===== config.mk =====
export PLATFORM = sky130hd
export DESIGN_NAME = lfsr_random_gen
export DESIGN_NICKNAME = d
export VERILOG_FILES = /design/src/rtl/lfsr_pkg.sv /design/src/rtl/lfsr_random_gen_step.sv /design/src/rtl/lfsr_random_gen.sv
export SDC_FILE = /design/constraint.sdc
export NUM_CORES = 1
export LEC_CHECK = 0
export CAP_MARGIN = 30
export CORE_MARGIN = 10
export CORE_UTILIZATION = 45
export CTS_CLUSTER_SIZE = 16
export DETAILED_ROUTE_END_ITERATION = 8
export PLACE_DENSITY = 0.78
export SLEW_MARGIN = 20
export SYNTH_ARGS = -nofsm -noshare
export SYNTH_HDL_FRONTEND = slang
export SYNTH_SLANG_ARGS = --single-unit

===== constraint.sdc =====
create_clock -name clk -period 2.4 [get_ports clk]
set_input_delay 0.72 -clock clk [delete_from_list [all_inputs] [get_ports clk]]
set_output_delay 0.72 -clock clk [all_outputs]
set_load 0.05 [all_outputs]

===== src/rtl/lfsr_pkg.sv =====
// lfsr_pkg: shared state encoding, default tap masks and seed helper for the LFSR generator
package lfsr_pkg;

    typedef enum logic [1:0] {IDLE, RUN, DONE} state_t;

    localparam logic [7:0]  TAPS_8  = 8'hB8;
    localparam logic [15:0] TAPS_16 = 16'hB400;
    localparam logic [31:0] TAPS_32 = 32'h80200003;

    function automatic logic [31:0] default_taps(input int w);
        return (w == 32) ? TAPS_32 : (w == 16) ? 32'(TAPS_16) : 32'(TAPS_8);
    endfunction

    function automatic logic is_zero_seed(input logic [63:0] v);
        return v == '0;
    endfunction

endpackage


===== src/rtl/lfsr_random_gen_step.sv =====
// lfsr_step: one Fibonacci shift plus seed conditioning, both guarded against the all-zero lockup state
module lfsr_step
    import lfsr_pkg::*;
#(
    parameter int unsigned       WIDTH = 8,
    parameter logic [WIDTH-1:0]  TAPS  = WIDTH'(default_taps(WIDTH)),
    parameter logic [WIDTH-1:0]  SEED  = WIDTH'(8'h97)
) (
    input  logic [WIDTH-1:0] cur,
    input  logic [WIDTH-1:0] seed_in,
    output logic [WIDTH-1:0] next_val,
    output logic [WIDTH-1:0] seed_val
);

    logic [WIDTH-1:0] shifted;

    assign shifted  = {cur[WIDTH-2:0], ^(cur & TAPS)};
    assign next_val = is_zero_seed(64'(shifted)) ? SEED : shifted;
    assign seed_val = is_zero_seed(64'(seed_in)) ? SEED : seed_in;

endmodule


===== src/rtl/lfsr_random_gen.sv =====
// lfsr_random_gen: on-demand LFSR random source with start/steps run length and rdy/ack handshake
module lfsr_random_gen
    import lfsr_pkg::*;
#(
    parameter int unsigned       WIDTH = 8,
    parameter logic [WIDTH-1:0]  TAPS  = WIDTH'(default_taps(WIDTH)),
    parameter logic [WIDTH-1:0]  SEED  = WIDTH'(8'h97),
    parameter int unsigned       CNT_W = 4
) (
    input  logic             clk,
    input  logic             rst,
    input  logic             ena,
    input  logic             start,
    input  logic [CNT_W-1:0] steps,
    input  logic             ack,
    input  logic             seed_load,
    input  logic [WIDTH-1:0] seed_in,
    output logic [WIDTH-1:0] value,
    output logic             busy,
    output logic             rdy
);

    state_t           state;
    logic [CNT_W-1:0] cnt;
    logic [WIDTH-1:0] lfsr;
    logic [WIDTH-1:0] next_val;
    logic [WIDTH-1:0] seed_val;

    lfsr_step #(.WIDTH(WIDTH), .TAPS(TAPS), .SEED(SEED)) u_step (
        .cur      (lfsr),
        .seed_in  (seed_in),
        .next_val (next_val),
        .seed_val (seed_val)
    );

    // Run FSM: DONE treats start as an implicit ack, RUN ignores every request until the count expires
    always_ff @(posedge clk or posedge rst) begin
        if (rst) begin
            state <= IDLE;
            cnt   <= '0;
            lfsr  <= SEED;
        end else if (ena) begin
            if (state == RUN) begin
                lfsr <= next_val;
                cnt  <= cnt - 1'b1;
                if (cnt == CNT_W'(1)) state <= DONE;
            end else if (start) begin
                cnt   <= steps;
                state <= (steps == '0) ? DONE : RUN;
            end else if (state == IDLE && seed_load) begin
                lfsr <= seed_val;
            end else if (state == DONE && ack) begin
                state <= IDLE;
            end
        end
    end

    assign value = lfsr;
    assign busy  = state == RUN;
    assign rdy   = state == DONE;

endmodule


== Word level (Yosys, flattened, before mapping) ==
Cells that the tools add are included.
Word-level totals
  flip-flop bits (word level): 14
  input port bits: 18
  output and inout port bits: 10
  word-level logic and storage cells: 36
Cells by class
  add/subtract/negate cells: 1
  eq/ne operators: 6
  mux-type cells: 13
  reduce and logical (&&, ||, !) cells: 13
Operators by type and width (number)
  $mux W8: 5
  $logic_not A8 Y1: 2
  $mux W2: 6
  $mux W4: 2
  $reduce_xor A8 Y1: 1
  $eq A4 B1 Y1 const B: 1
  $logic_not A4 Y1: 1
  $ne A2 B1 Y1 const B: 2
  $reduce_and A4 Y1: 1
  $reduce_bool A2 Y1: 2
  $sub A4 B1 Y4 const B: 1
  $ne A3 B3 Y1 const B: 1
  $reduce_and A3 Y1: 1
  $reduce_bool A3 Y1: 1
  $eq A2 B1 Y1 const B: 1
  $eq A2 B2 Y1 const B: 1
  $logic_and A1 B1 Y1: 2
  $logic_not A2 Y1: 1
  $reduce_and A2 Y1: 1

== Longest topological paths before layout ==
Gate-level depths: netlist of run 1.
  depth after elaboration: 6
  depth in mapped cells: 6
  depth with buffers taken out: 5

== By module ==
Synthesis of run 1 repeated with hierarchy kept, for this count alone.
Second synthesis, totals
  cell total of the unflattened synthesis: 119
  area total of the unflattened synthesis: 1013.5 sq um
Modules (own cells, without submodules)
  lfsr_random_gen: times used 1, cells each 89, area an instance 828.3 sq um, seq. area each 356.6 sq um
  lfsr_step: times used 1, cells each 30, area an instance 185.2 sq um, seq. area each 0.0 sq um

== Least setup slack after synthesis of run 1 ==
Ideal clock, no wire load.
  path type: input port to flip-flop
  start point: input start
  end point: register lfsr[1] (netlist: value[1])
  library setup time: 0.081 ns
  data arrival time: 1.747 ns
  setup slack: 0.572 ns
  cell stages on the path: 3
  path through: or3b_1 -> a2111o_1 -> o221a_1
Between the ends
  longest elaborated chain between the ends: 2
RTL lines
  start: declaration: RTL line lfsr_random_gen.sv:13  | input logic start,
  $ne A2 B1 Y1 (no line)
  $reduce_and A3 Y1 (no line)
  end signal: assignment: RTL line lfsr_random_gen.sv:44  | lfsr <= next_val;
  end signal: assignment: RTL line lfsr_random_gen.sv:51  | lfsr <= seed_val;
  end: declaration: RTL line lfsr_random_gen.sv:25  | logic [WIDTH-1:0] lfsr;
Every way passes these cells.
A chain may end at the register's enable or synchronous reset.

== Worst setup path in the final report of run 1 ==
  start point: register lfsr[5] (netlist: value[5])
  end point: output value[5]
RTL lines
  end: declaration: RTL line lfsr_random_gen.sv:18  | output logic [WIDTH-1:0] value,
No word-level cell between the ends.

==> impl_metrics.ini, run 1 <==
[worst_setup_path]
path_cells = clkdlybuf4s50_1
critPathSlowestCell = clkdlybuf4s50_1
slowest_delay_ns = 0.85
crit_fanout = 7
start_kind = register
end_kind = output pin
worstPathArrival_ns = 1.61
path_depth = 1
crit_family = buffers and inverters
worst-endpoint-required_ns = 1.68
crit_type = reg -> out
worst-path-buf-inv = 1
reg2reg_depth = 4

[min_path]
hold_path_depth = 1
worst_hold_path_type = reg -> reg

[clocking]
clockRootBuffer = clkbuf_4
cts_hold_buf = 0
clock_latency_ns = 0.29
cts_sinks = 14
cts_made_buffers = 3
clockBufferDepth = 2
cts_tree = yes
clkSlewWorstSetupHoldPaths_ns = 0.09
h-tree-depth = 1
post_cts_resized = 0
postCtsSetupBuffers = 0

[cells_and_area]
layout-drive-gt1-share_pct = 17.6
seqCellArea_um2 = 357
final_nets = 146
design_area_um2 = 1190
diodes = 0
multi_input_area_um2 = 474
syn_to_final_growth_pct = 36.7
n_fill_cell = 148

[placed_design]
placed_cell_area_um2 = 1170
hpwl_um = 2020
gp_congestion = 0.858
dp_slack_ns = 0.0247
portBuffers = 27

[synth]
yosysSeqAreaShare_pct = 40.8
syn-cell-area_um2 = 873
synth_edf_count = 0
synth_top_family_by_area = compound AO/OA/AOI/OAI gates
async_reset_ff_share_pct = 100
ys.flop_type = dfrtp_1
synth_cell_types = 35
avgSynthCellArea_um2 = 9.29
synth_fp_nets = 114
ys_seq_elements = 14
yosys.area_share.adder_pct = 2.87
synth_compound_area_share_pct = 23.4
yosysWarnings = 0
synthMuxAreaShare_pct = 5.87
synth-simple-area-share_pct = 20.2
syn_inst = 94
synth_xor_area_share_pct = 2.01

[routing]
drt_wl_total_um = 2610
num_vias = 860
drc = 0
wl_per_cell_um = 17.4
via_per_inst = 5.73
drtIter0Drc = 53
postRouteAntennaNets = 0
first_pass_iters = 4

[die]
start_util_pct = 49.0
die_area_um2 = 4100
fp.dieW_um = 64.1
ioPinCount = 28
die_h_um = 64.1
fp-row-count = 15
core_um2 = 1780

[sta]
post-route-worst-setup-slack_ns = 0.0683
max_freq_mhz = 429
setup_viol = 0
drv_slew = 0
worstMarginPinSlew_ns = 0.592
skew_ns = 0.00589
hold_viol = 0
period_share_pct = 97.2
finalSetupTns_ns = 0
fin_crit_ns = 2.33
hold_ws_ns = 0.576
relSlewSlack_pct = 60.5
rsz0062_at_grt = no

[power_and_ir_drop]
power_density_nw_per_um2 = 1390
power_mw = 1.66
irDropWorstVdd_v = 0.000834
leakage_nw = 0.518

[global_route]
grt_max_degree = 15
grt_overflow = 0
grt_first_pass_wirelength_um = 4200
antenna_found_initial = 0
grt_pass1_vias = 819
grt_util_all_layers_pct = 12.9

[run]
maxCapViolCount = 0

[status]
outcome = finished clean
## worst paths after layout
| kind | from | to | slack (ns) |
|---|---|---|---|
| worst max-delay path | value[5] | value[5] | 0.07 |
| worst max register to register | state[1] | state[0] | 0.50 |
| worst min-delay path | cnt[0] | cnt[0] | 0.58 |
| min in group asynchronous | rst | cnt[1] | 0.78 |
| worst min register to register | cnt[0] | cnt[0] | 0.58 |
| max in group asynchronous | rst | value[6] | 1.22 |
## worst register-to-register path: stages (launching register included)
cell      delay, ns
dfrtp_1        0.43
nand2b_4       0.23
or4b_4         0.55
a31oi_2        0.24
mux2_1         0.34
## report_power, final
part	leakage (nW)	internal, mW	switching, mW
sequential	0.160	0.381	0.149
combinational	0.343	0.382	0.599
clock	0.0150	0.0646	0.0845
total	0.518	0.828	0.833
## cell usage after synthesis (3+ instances only)
master | number | area, um2
dfrtp_1 | 9 | 225
nand2_1 | 8 | 30.0
o21ai_1 | 8 | 40.0
inv_1 | 7 | 26.3
nor2_1 | 6 | 22.5
dfstp_2 | 5 | 131
mux2i_1 | 4 | 40.0
nand2b_1 | 4 | 25.0
o221a_1 | 4 | 45.0
a21oi_1 | 3 | 15.0
nand3_1 | 3 | 15.0
nor3_1 | 3 | 15.0
nor4_1 | 3 | 18.8
## through the flow
step	std cells	util (%)
after CTS	150	66.9
after global placement	146	65.5
after global routing	150	66.9
after detailed placement	146	65.5
after floorplan	94	-
final	150	66.9
## state kept, by name (all words and copies together), names as in the netlist
name   flops
value      8
cnt        4
state      2
## layout make-up
| cell class | instances | area share, % |
|---|---|---|
| inverters | 8 | 2.52 |
| clock buffers | 4 | 2.20 |
| well taps | 25 | 2.62 |
| flip-flops and latches | 14 | 29.9 |
| repair buffers | 30 | 23.1 |
| multi-input cells | 69 | 39.7 |
## routing by layer
layer  vias up  track usage, %  routed length [um]
met5         -               0                   0
met4         0            6.83                  65
met3         6            3.14                 174
met2        36            20.5                1300
met1       409            15.7                1070
li1        409               -                   -
## cell usage in the layout (no fill, tap or decap), drive strengths merged
cell type      instances
a32oi                  1
nor3                   3
a2111o                 1
xor2                   1
xnor2                  1
a2bb2oi                1
a211o                  1
a22oi                  2
nand2                  8
nand2b                 5
inv                    8
or4b                   1
nor2b                  1
o21ai                 10
o221a                  4
a21oi                  3
nor2                   6
ha                     2
and2b                  1
nand3                  3
dfrtp                  9
clkdlybuf4s50         20
or3b                   1
a31oi                  3
dfstp                  5
o2bb2ai                1
o211ai                 1
mux2                   1
mux2i                  4
clkbuf                 4
buf                   10
nor4                   3
## logic make-up after synthesis
group                      Yosys count
DFF                                 14
adders and majority gates            2
xor gates and xnor gates             2
and+or+nand+nor                     32
buffers and inverters               11
AOI/OAI and AO/OA                   28
muxes                                5
Note: power is estimated with default switching activity, not from simulation.
==> run 2, diff against run 1 <==
- CORE_UTILIZATION: 45 -> 40
- HOLD_SLACK_MARGIN: not set -> 0.15
- PLACE_DENSITY: 0.78 -> 0.74
- clock period: 2.4 -> 2 ns (I/O delays scaled with it)
==> run 2 against run 1 <==
Highest routed layer unchanged; final area is 10% higher; core utilization down 1.7 points; power increased by 36%; worst setup slack got worse by 0.0097 ns; combinational power up 41%; critical endpoint is now busy; sequential power is 25% higher.
==> impl_metrics.ini, run 2 (synthesis results as in run 1) <==
[die]
core_um2 = 2020
die_area_um2 = 4450
fp-row-count = 16
fp.dieW_um = 66.7
start_util_pct = 43.2
ioPinCount = 28
die_h_um = 66.7

[routing]
via_per_inst = 5.46
drtIter0Drc = 26
drc = 0
postRouteAntennaNets = 0
num_vias = 852
first_pass_iters = 4
wl_per_cell_um = 16.2
drt_wl_total_um = 2530

[min_path]
min_from = cnt[0]
hold_path_depth = 1
whs_endpoint = cnt[0]
worst_hold_path_type = reg -> reg

[placed_design]
portBuffers = 27
dp.cells = 152
hpwl_um = 2050
gp_congestion = 0.839

[sta]
max_freq_mhz = 515
skew_ns = 0.00502
worstMarginPinSlew_ns = 0.550
rsz0062_at_grt = no
fin_crit_ns = 1.94
hold_viol = 0
relSlewSlack_pct = 63.3
period_share_pct = 97.1
drv_slew = 0
setup_viol = 0

[worst_setup_path]
end_kind = output pin
worst-endpoint-required_ns = 1.40
crit_fanout = 11
reg2reg_depth = 5
worst-r2r-setup-slack_ns = 0.19
rr_startpoint = cnt[1]
start_kind = register
worstPathArrival_ns = 1.34
r2r_end = state[0]
crit_type = reg -> out

[power_and_ir_drop]
seq_power_share_pct = 29.3
p_int_mw = 1.21
clockPowerShare_pct = 9.6
p_sw_share_pct = 46.1
irDropWorstVdd_v = 0.00107
leakage_nw = 0.580
p_comb_share_pct = 61.1
power_mw = 2.25
p_sw_mw = 1.04
power_density_nw_per_um2 = 1710

[run]
maxCapViolCount = 0

[global_route]
antenna_found_initial = 0
grt_first_pass_wirelength_um = 4020
grt_overflow = 0
grt_max_degree = 15
grt_util_all_layers_pct = 11.7
grt_pass1_vias = 834

[cells_and_area]
largest_reg_flops = 8
diodes = 0
n_fill_cell = 167
final_common_cell = clkdlybuf4s50_1
final_nets = 150
finalNonFillerCells = 156
final_cell_mix = 17 x clkdlybuf4s50_1, 10 x buf_4, 9 x dfrtp_1, 8 x nand2_1, 8 x o21ai_1
layout-drive-gt1-share_pct = 23.3
syn_to_final_growth_pct = 51.0

[clocking]
clkSlewWorstSetupHoldPaths_ns = 0.10
cts_sinks = 14
clockBufferDepth = 2
cts_made_buffers = 3
cts_hold_buf = 0
clockRootBuffer = clkbuf_4
h-tree-depth = 1
cts_tree = yes
clock_latency_ns = 0.29

[status]
outcome = finished clean
## run 2: final cells by class
cell class              instances  area [um2]  area share (%)
clock buffers                   4        36.3            2.75
inverters                       8        32.5            2.47
multi-input cells              69         474            36.0
flip-flops and latches         14         357            27.0
well taps                      27        33.8            2.56
repair buffers                 34         385            29.2
## run 2: worst max path at each step
stage | startpoint | to | cells after the start
after floorplan | state[0] | state[0] | 4
after global placement | seed_load | value[4] | 4
after detailed placement | seed_load | value[2] | 4
after CTS | state[1] | busy | 4
after global routing | state[1] | busy | 4
final | state[1] | busy | 4
## run 2: routing by layer
layer  global-route usage (%)  wire length, um  vias to the layer above
met4                     6.54               47                        0
met5                        0                0                        -
met2                     17.3             1260                       20
met1                     14.8             1120                      414
met3                     3.18              106                        4
li1                         -                -                      414
## run 2: worst max-delay path, cell delays in order (launching register included)
cell,delay (ns)
dfrtp_1,0.44
nand2b_4,0.17
buf_4,0.19
inv_4,0.11
buf_12,0.14
## run 2: stage by stage
stage               instance area, um2  hold slack [ns]  utilization (%)  worst slack [ns]  setup TNS [ns]
floorplan                          873            0.486                -             0.281               0
global placement                  1280            0.534             63.3            -0.217           -1.22
detailed placement                1280            0.543             63.3            -0.237           -1.29
CTS                               1320            0.556             65.1            0.0186               0
global route                      1320            0.614             65.2            0.0202               0
finish                            1320            0.559             65.2            0.0586               0
## run 2: what timing repair did
item | CTS | global route
setup buffers | 0 | 0
resized for setup | 0 | 1
endpoints found under the setup margin | 0 | 1
## run 2: power by group through the flow
stage | combinational, mW | clock, mW | sequential (mW)
final | 1.38 | 0.216 | 0.661
after global routing | 1.46 | 0.232 | 0.688
after CTS | 1.38 | 0.213 | 0.663
after detailed placement | 1.37 | 0 | 0.668
after global placement | 1.36 | 0 | 0.656
after floorplan | 0.590 | 0 | 0.865
==> run 3, diff against run 2 <==
- CAP_MARGIN: 30 -> not set
==> results of run 3 <==
No change in the layout: final DEF, timing and power equal those of run 2.
